$ cat config.mk
export PLATFORM = sky130hd
export DESIGN_NAME = tpu_result_collector
export DESIGN_NICKNAME = d
export VERILOG_FILES = /design/src/rtl/tpu_result_collector.sv
export SDC_FILE = /design/constraint.sdc
export NUM_CORES = 1
export LEC_CHECK = 0
export ABC_AREA = 0
export BUFFER_PORTS_ARGS = -buffer_cell sky130_fd_sc_hd__buf_2
export CAP_MARGIN = 20
export CORE_MARGIN = 3
export CORE_UTILIZATION = 40
export DETAILED_ROUTE_END_ITERATION = 12
export SKIP_CTS_REPAIR_TIMING = 1
export SYNTH_ARGS = -nofsm -noshare
export SYNTH_HDL_FRONTEND = slang
export SYNTH_SLANG_ARGS = --single-unit
$ cat constraint.sdc
create_clock -name clk -period 5.2 [get_ports clk]
set_input_delay 1.04 -clock clk [delete_from_list [all_inputs] [get_ports clk]]
set_output_delay 1.04 -clock clk [all_outputs]
set_load 0.05 [all_outputs]
$ cat src/rtl/tpu_result_collector.sv
// Captures one MxN result tile from the compute array, then replays it on a valid/ready stream.
// Latency: first word one cycle after the last capture; backpressure held on out_ready, never pushed to the array.
// Optional XOR checksum of captured words: define TPU_COLLECTOR_CHECKSUM_EN.
module tpu_result_collector #(
    parameter int DATA_WIDTH = 32,
    parameter int DEPTH      = 16,
    parameter int ARRAY_SIZE = 4
) (
    input  logic                  clk,
    input  logic                  rst_n,
    input  logic                  start,
    input  logic [7:0]            matrix_size_m,
    input  logic [7:0]            matrix_size_n,
    input  logic [DATA_WIDTH-1:0] result_in,
    input  logic                  result_valid_in,
    output logic [DATA_WIDTH-1:0] out_data,
    output logic                  out_valid,
    input  logic                  out_ready,
    output logic                  out_last,
    output logic                  busy,
    output logic                  tile_done,
    output logic                  size_err,
    output logic                  overflow,
    output logic [15:0]           result_count,
    output logic [DATA_WIDTH-1:0] checksum
);

    localparam int AW = (DEPTH > 1) ? $clog2(DEPTH) : 1;

    generate
        if ((DEPTH < ARRAY_SIZE * ARRAY_SIZE) || ((DEPTH & (DEPTH - 1)) != 0)) begin : g_bad_depth
            $error("tpu_result_collector: DEPTH must be a power of two and >= ARRAY_SIZE**2");
        end
    endgenerate

    typedef enum logic [1:0] {
        S_IDLE    = 2'd0,
        S_COLLECT = 2'd1,
        S_DRAIN   = 2'd2
    } state_t;

    state_t                r_state;
    state_t                w_state_nxt;
    logic [15:0]           r_expected;
    logic [15:0]           r_count;
    logic [AW-1:0]         r_wr_ptr;
    logic [AW-1:0]         r_rd_ptr;
    logic                  r_tile_done;
    logic                  r_size_err;
    logic                  r_overflow;
    logic [DATA_WIDTH-1:0] r_buf [DEPTH];

    logic [15:0]           w_expected;
    logic                  w_too_big;
    logic                  w_start_acc;
    logic                  w_wr_en;
    logic                  w_xfer;
    logic                  w_last;
    logic                  w_done_nxt;
    logic                  w_drop;

    assign w_expected = {8'd0, matrix_size_m} * {8'd0, matrix_size_n};
    assign w_too_big  = {1'b0, w_expected} > 17'(DEPTH);

    always_comb begin
        w_state_nxt = r_state;
        w_start_acc = 1'b0;
        w_wr_en     = 1'b0;
        w_xfer      = 1'b0;
        w_last      = 1'b0;
        w_done_nxt  = 1'b0;
        w_drop      = 1'b0;
        case (r_state)
            S_IDLE: begin
                w_drop = result_valid_in;
                if (start) begin
                    w_start_acc = 1'b1;
                    if (w_expected == 16'd0) begin
                        w_done_nxt = 1'b1;
                    end else if (!w_too_big) begin
                        w_state_nxt = S_COLLECT;
                    end
                end
            end
            S_COLLECT: begin
                if (result_valid_in) begin
                    w_wr_en = 1'b1;
                    if ((r_count + 16'd1) == r_expected) begin
                        w_state_nxt = S_DRAIN;
                    end
                end
            end
            S_DRAIN: begin
                w_drop = result_valid_in;
                w_last = (16'(r_rd_ptr) == (r_expected - 16'd1));
                w_xfer = out_ready;
                if (out_ready && w_last) begin
                    w_state_nxt = S_IDLE;
                    w_done_nxt  = 1'b1;
                end
            end
            default: w_state_nxt = S_IDLE;
        endcase
    end

    always_ff @(posedge clk or negedge rst_n) begin
        if (!rst_n) begin
            r_state     <= S_IDLE;
            r_expected  <= '0;
            r_count     <= '0;
            r_wr_ptr    <= '0;
            r_rd_ptr    <= '0;
            r_tile_done <= 1'b0;
            r_size_err  <= 1'b0;
            r_overflow  <= 1'b0;
        end else begin
            r_state     <= w_state_nxt;
            r_tile_done <= w_done_nxt;
            // A start in the same cycle as a dropped result wins: the flag ends up clear.
            if (w_start_acc) begin
                r_expected <= w_expected;
                r_count    <= '0;
                r_wr_ptr   <= '0;
                r_rd_ptr   <= '0;
                r_overflow <= 1'b0;
                r_size_err <= w_too_big;
            end else if (w_drop) begin
                r_overflow <= 1'b1;
            end
            if (w_wr_en) begin
                r_wr_ptr <= r_wr_ptr + 1'b1;
                r_count  <= r_count + 16'd1;
            end
            if (w_xfer) begin
                r_rd_ptr <= r_rd_ptr + 1'b1;
            end
        end
    end

    always_ff @(posedge clk) begin
        if (w_wr_en) begin
            r_buf[r_wr_ptr] <= result_in;
        end
    end

`ifdef TPU_COLLECTOR_CHECKSUM_EN
    logic [DATA_WIDTH-1:0] r_checksum;

    always_ff @(posedge clk or negedge rst_n) begin
        if (!rst_n) begin
            r_checksum <= '0;
        end else if (w_start_acc) begin
            r_checksum <= '0;
        end else if (w_wr_en) begin
            r_checksum <= r_checksum ^ result_in;
        end
    end

    assign checksum = r_checksum;
`else
    assign checksum = '0;
`endif

    assign out_valid    = (r_state == S_DRAIN);
    assign out_data     = out_valid ? r_buf[r_rd_ptr] : '0;
    assign out_last     = w_last;
    assign busy         = (r_state != S_IDLE);
    assign tile_done    = r_tile_done;
    assign size_err     = r_size_err;
    assign overflow     = r_overflow;
    assign result_count = r_count;

endmodule

## After elaboration in Yosys (flattened, before gate mapping)

Memory sizes are Yosys's and may differ from the RTL's.
Index checks and enable logic that the tools add are counted.

- Logic and storage cells: 62
- Output and inout port bits: 86
- RAM bits: 512
- Input port bits: 53
- Latch bits: 0
- Bits in read-only memories: 0
- Register bits after elaboration: 45
- Memories kept: 1

Memories:

| name | words | width | read ports | clocked after Yosys merged registers in | write ports | RTL line | source |
|---|---|---|---|---|---|---|---|
| r_buf | 16 | 32 | 1 | 0 | 1 | 51 | `logic [DATA_WIDTH-1:0] r_buf [DEPTH];` |

- Divide/modulo/power cells: 0
- Multiply operators: 1
- Reductions and logical operators: 9
- Eq/ne operators: 10
- Shift-type cells: 0
- Order comparisons: 1
- Bitwise operators: 0
- Multiplexer cells: 28
- $add $sub $neg: 4

Operators with widths:

| operator | number |
|---|---|
| $mux W16 | 2 |
| $mux W32 | 1 |
| $add A16 B1 Y16 const B | 1 |
| $eq A16 B16 Y1 | 1 |
| $eq A4 B16 Y1 | 1 |
| $gt A16 B5 Y1 const B | 1 |
| $logic_not A16 Y1 | 1 |
| $mul A8 B8 Y16 | 1 |
| $sub A16 B1 Y16 const B | 1 |
| $mux W1 | 14 |
| $mux W2 | 6 |
| $mux W4 | 3 |
| $ne A2 B2 Y1 const B | 5 |
| $add A4 B1 Y4 const B | 2 |
| $reduce_bool A2 Y1 | 4 |
| $pmux W2 S3 | 1 |
| $reduce_and A6 Y1 | 1 |
| $eq A2 B1 Y1 const B | 1 |
| $eq A2 B2 Y1 const B | 1 |
| $logic_not A2 Y1 | 1 |
| $ne A2 B1 Y1 const B | 1 |
| $pmux W1 S2 | 1 |
| $reduce_or A2 Y1 | 1 |
| $logic_and A1 B1 Y1 | 1 |

## Logic depth before layout (Yosys ltp)

- Depth in word-level cells: 6
- Gate-level depth with buffers: 17
- Depth with buffers taken out: 17

## Worst setup path before layout

No wires, ideal clock.

- Kind: in2reg
- Start: input port matrix_size_n[2]
- End: register r_state[0]
- Slack: -283 ps
- Arrival time: 5373 ps
- Data required time: 5090 ps
- Cell stages on the path: 17
- Buffers on the path: 0
- Library setup time: 110 ps
- Cell sequence: and2_1 -> fa_1 -> inv_1 -> fa_1 -> inv_1 -> fa_1 -> inv_1 -> fa_1 -> inv_1 -> ha_1 -> and3_1 -> a221o_1 -> o41a_1 -> a31oi_1 -> xor2_1 -> nand4b_1 -> o41ai_1

- Word-level cells in the longest chain between the ends: 4
- Elaborated cells on any way between the ends: 6
- Classes of those cells: mul (1); order compare (1); eq/ne (2); reduce/logical (2)

RTL lines:

| element | RTL line | source |
|---|---|---|
| start: declaration | 13 | `input logic [7:0] matrix_size_n,` |
| $mul A8 B8 Y16 (*) | 62 | `assign w_expected = {8'd0, matrix_size_m} * {8'd0, matrix_size_n};` |
| $gt A16 B5 Y1 / $logic_not A16 Y1 (equally long branches) | 63, 78 |  |
| $ne A2 B2 Y1 (no source line) | -- |  |
| $reduce_and A6 Y1 (no source line) (*) | -- |  |
| end signal: assignment | 117 | `r_state <= w_state_nxt;` |
| end: declaration | 42 | `state_t r_state;` |

Every way passes the cells marked *; elsewhere a longest branch is shown, timed or not.
A chain may end at the register's enable or synchronous reset.

## Worst setup path after layout

- Start: input port matrix_size_n[4]
- End: register r_state[0]

The elaborated chain is that of the path after synthesis.

==> results <==
- The number of antenna violations at the first check in global routing is 6.
- The number of placed instances, taps included, is ~2300.
- In this design, the stage delay of the slowest critical-path cell is around 0.53 ns.
- The number of top-level pins is approximately 140.
- Traced cell by cell, the critical path runs through buf_2, and2_1, fa_1, inv_2, fa_1, inv_1, fa_1, inv_1, fa_1, inv_2, ha_4, and3_4, a221o_1, o41a_1, buf_4, nor3_2, a31o_2, nand4b_1, o41ai_2.
- By count the netlist is led by sky130_fd_sc_hd__edfxtp_1 (512), sky130_fd_sc_hd__mux4_2 (160), sky130_fd_sc_hd__and2_1 (98), sky130_fd_sc_hd__nand2_1 (70), sky130_fd_sc_hd__inv_1 (64).
- In the final routed layout, each cell accounts on average for between 20 and 25 um.
- The transition time at the pin with the least slew margin is roughly 1.0 ns.
- In this design, the largest share of critical-path delay is due to adder cells.
- Routability-driven placement finished with a final weighted congestion of around 0.82.
- The worst slew margin relative to its limit is 0.3274.
- The H-tree level count is 2.
- The critical path endpoint category is a flop.
- The element type at the critical path start is an input pin.
- Counting cells, the worst reg-to-reg path comes to 8.
- The number of global-route vias before repair came to around 14000.
- Of the available clock period, the critical path in the final layout requires 0.9823.
- The clock latency at the later pin of the worst-skew pair is between 0.6 and 0.7 ns.
- The number of max-cap violations is 0.
- The first global-routing pass estimated roughly 85000 um of wire.
- The number of placement rows is 90.
- The post-detailed-route via-to-cell ratio is between 5 and 6.
- The most numerous cell in the Yosys netlist is sky130_fd_sc_hd__edfxtp_1.
- Counting every sink on the clock net gives approximately 560.
- The die covers ~65000 um^2.
- The initial utilization of the core area, before any placement, comes to 0.4065.
- Data on the critical path is required at its endpoint by roughly 5.7 ns.
- The clock transition at the register clock pins on the worst setup and hold paths after CTS is 0.06 ns.
- The largest area contributor in the synthesized netlist is sky130_fd_sc_hd__edfxtp_1.
- Dividing total power by cell area gives a power density of roughly 380 nW/um^2.
- The post-route antenna net violation count is 0.
- The commonest register cell after synthesis is sky130_fd_sc_hd__edfxtp_1.
- The standby leakage power is approximately 0.0098 uW.
- The maximum fanout along the worst path is 6.
- Of the synthesized area, sequential elements account for 0.6688.
- The maximum clock rate is approximately 0.20 GHz.
- The number of I/O port buffers is between 100 and 150.
- The overall fraction of global-route tracks in use is 0.1775.
- The proportion of synthesized flip-flops having asynchronous set or reset is 0.08079.
- The number of buffer and inverter instances along the worst setup path is 6.
- By startpoint and endpoint, the worst setup path is classified as input pin to flop.
- The final core utilization is 0.4673.
- The final cell count without fillers is approximately 2400.
- The area added between synthesis and finish is 14.97%.
- On the critical path, the stage with the largest delay is an instance of sky130_fd_sc_hd__fa_1.
- The endpoint arrival time on the critical path is 5.61 ns.
- The root buffer cell is sky130_fd_sc_hd__clkbuf_16.
- The count of flip-flops with a built-in enable after synthesis is between 500 and 600.
- The overflow left after global routing is 0.
- The maximum count of clock buffers along a single path is 3.
- The post-synthesis instance total is ~1400.
- Setup violations remaining at the end of the flow were counted as 0.
- The flow ran to the end, and the final reports show no timing, DRC or antenna violations.
- TritonCTS created 55 clock buffers.
- The number of detailed-routing iterations run before antenna repair is 7.
- Setup repair after global routing could not meet its margin everywhere.
- The placed instances occupy a cell area of 26550 um^2.
- The die is roughly 250 um tall.
- The most numerous cell type found on the critical path is sky130_fd_sc_hd__fa_1.
- In the post-synthesis netlist, the biggest area contributors are sky130_fd_sc_hd__edfxtp_1 (62%), sky130_fd_sc_hd__mux4_2 (15%), sky130_fd_sc_hd__dfrtp_1 (4.6%).
- The critical path depth in cells is 19.
- Summing every instance area after synthesis gives about 25000 um^2.
- The cell area after layout is around 28000 um^2.
- Synthesis inferred approximately 560 register bits.
- Of the post-synthesis cell area, the dominant cell type holds 0.6232.
- The final count of hold timing violations came to 0.
- The setup skew after layout is approximately 0.013 ns.
- For this block, the initial DRC count from the detailed router was 1132.
- The Yosys step of the flow raised 0 warnings.
- Entering global routing, the biggest net connects around 130 pins.
- The path type of the worst min-delay path is input pin to async pin.
- The number of vias in the routed layout is ~13000.
- The core box area is approximately 61000 um^2.
- Summed over all nets, the half-perimeter wirelength after detailed placement is 33370 um.
- The total length of routed wires is 56290 um.
- A synthesized cell averages 17.87 um^2.
- The minimum clock period after layout is around 5.1 ns.
- The maximum vdd drop is approximately 0.00032 V.
- TritonCTS built the clock tree.
- The design draws 10650 uW.
- The final-layout fill cell count is about 5000.
- The die width is ~250 um.
- The netlist uses 60 different library cells.
- The number of slew-limit violations in the final report is 0.
- Adding up every negative setup slack in the final design gives 0 ns.
- The number of design rule violations left after detail routing is 0.
- The number of nets at the end of the flow is 1700.
- The ratio of cells with drive above 1 in the final layout is 0.2978.
kinds of logic (layout without fill, tap and decap cells):
group,after synthesis,in the layout,share of synthesized area
flops,557,557,0.6688
xor+xnor,36,36,0.01278
compound gates,102,102,0.02622
mux,167,167,0.1491
simple gates,281,281,0.06233
buf+inv,156,356,0.02875
other cells,1,34,0.0001520
fa+ha+maj,81,81,0.05183
where the power goes:
part,leakage (uW),internal [uW],switching [uW]
Combinational,0.00380,788,952
Clock,0.000837,2100,1660
Sequential,0.00519,5000,148
worst register-to-register path, stage by stage, from the launching register on:
cell,delay (ns)
sky130_fd_sc_hd__dfrtp_1,0.51
sky130_fd_sc_hd__ha_1,0.40
sky130_fd_sc_hd__nand4_4,0.23
sky130_fd_sc_hd__mux2_4,0.35
sky130_fd_sc_hd__mux2i_1,0.14
sky130_fd_sc_hd__a211oi_1,0.07
sky130_fd_sc_hd__or4_4,0.57
sky130_fd_sc_hd__o41a_1,0.44
sky130_fd_sc_hd__o41ai_2,0.29
flip-flops by register name (all words and copies together), names as in the netlist:
| name | count |
|---|---|
| size_err | 1 |
| overflow | 1 |
| r_buf | 512 |
| r_expected | 16 |
| r_wr_ptr | 4 |
| result_count | 16 |
| tile_done | 1 |
| r_state | 2 |
| r_rd_ptr | 4 |
per-stage QoR:
stage	setup slack, ns	hold WS (ns)
finish	0.09202	0.5173
global route	0.009031	0.5583
CTS	-0.05284	0.5259
detailed placement	-0.6693	0.5093
global placement	-0.5617	0.4982
floorplan	-0.1700	0.4879
per-layer routing:
metal / part of all wire / track usage / vias to the layer above
li1: - / - / 5709
met1: 0.42 / 0.2439 / 6808
met2: 0.50 / 0.2939 / 423
met3: 0.065 / 0.03661 / 88
met4: 0.020 / 0.04096 / 6
met5: 0.00083 / 0 / -
area by class of cell:
cell class / instances / area, um^2 / area share
flip-flops and latches: 557 / 16510 / 0.5821
multi-input cells: 699 / 7694 / 0.2712
clock buffers: 64 / 1410 / 0.04971
repair buffers: 191 / 1219 / 0.04296
well taps: 782 / 978.4 / 0.03449
clock inverters: 37 / 307.8 / 0.01085
inverters: 64 / 240.2 / 0.008469
diodes: 2 / 5.005 / 0.0001764
worst paths after layout:
kind | slack [ns] | start | end
max in group asynchronous | 4.22 | rst_n | r_rd_ptr[1]
hold / removal | 0.52 | rst_n | result_count[11]
setup / recovery | 0.09 | matrix_size_n[4] | r_state[0]
min in group clk | 0.53 | overflow | overflow
setup reg to reg | 2.09 | result_count[0] | r_state[0]
hold reg to reg | 0.53 | overflow | overflow
placed cells by master (no fill, tap or decap), drive strengths merged, types with 5 or more instances in the layout:
master and instances:
buf 191, nand2b 5, and3 9, mux2i 5, and2 98, ha 43
clkbuf 64, edfxtp 512, nor3 16, conb 32, inv 66, a21oi 10
nand3 23, o31ai 5, clkinv 29, o41ai 6, xor2 21, nand2 70
xnor2 15, o21ai 51, mux4 160, nor4 8, nor2 32, fa 36
dfrtp 45
Power figures use the tool's default switching activity.
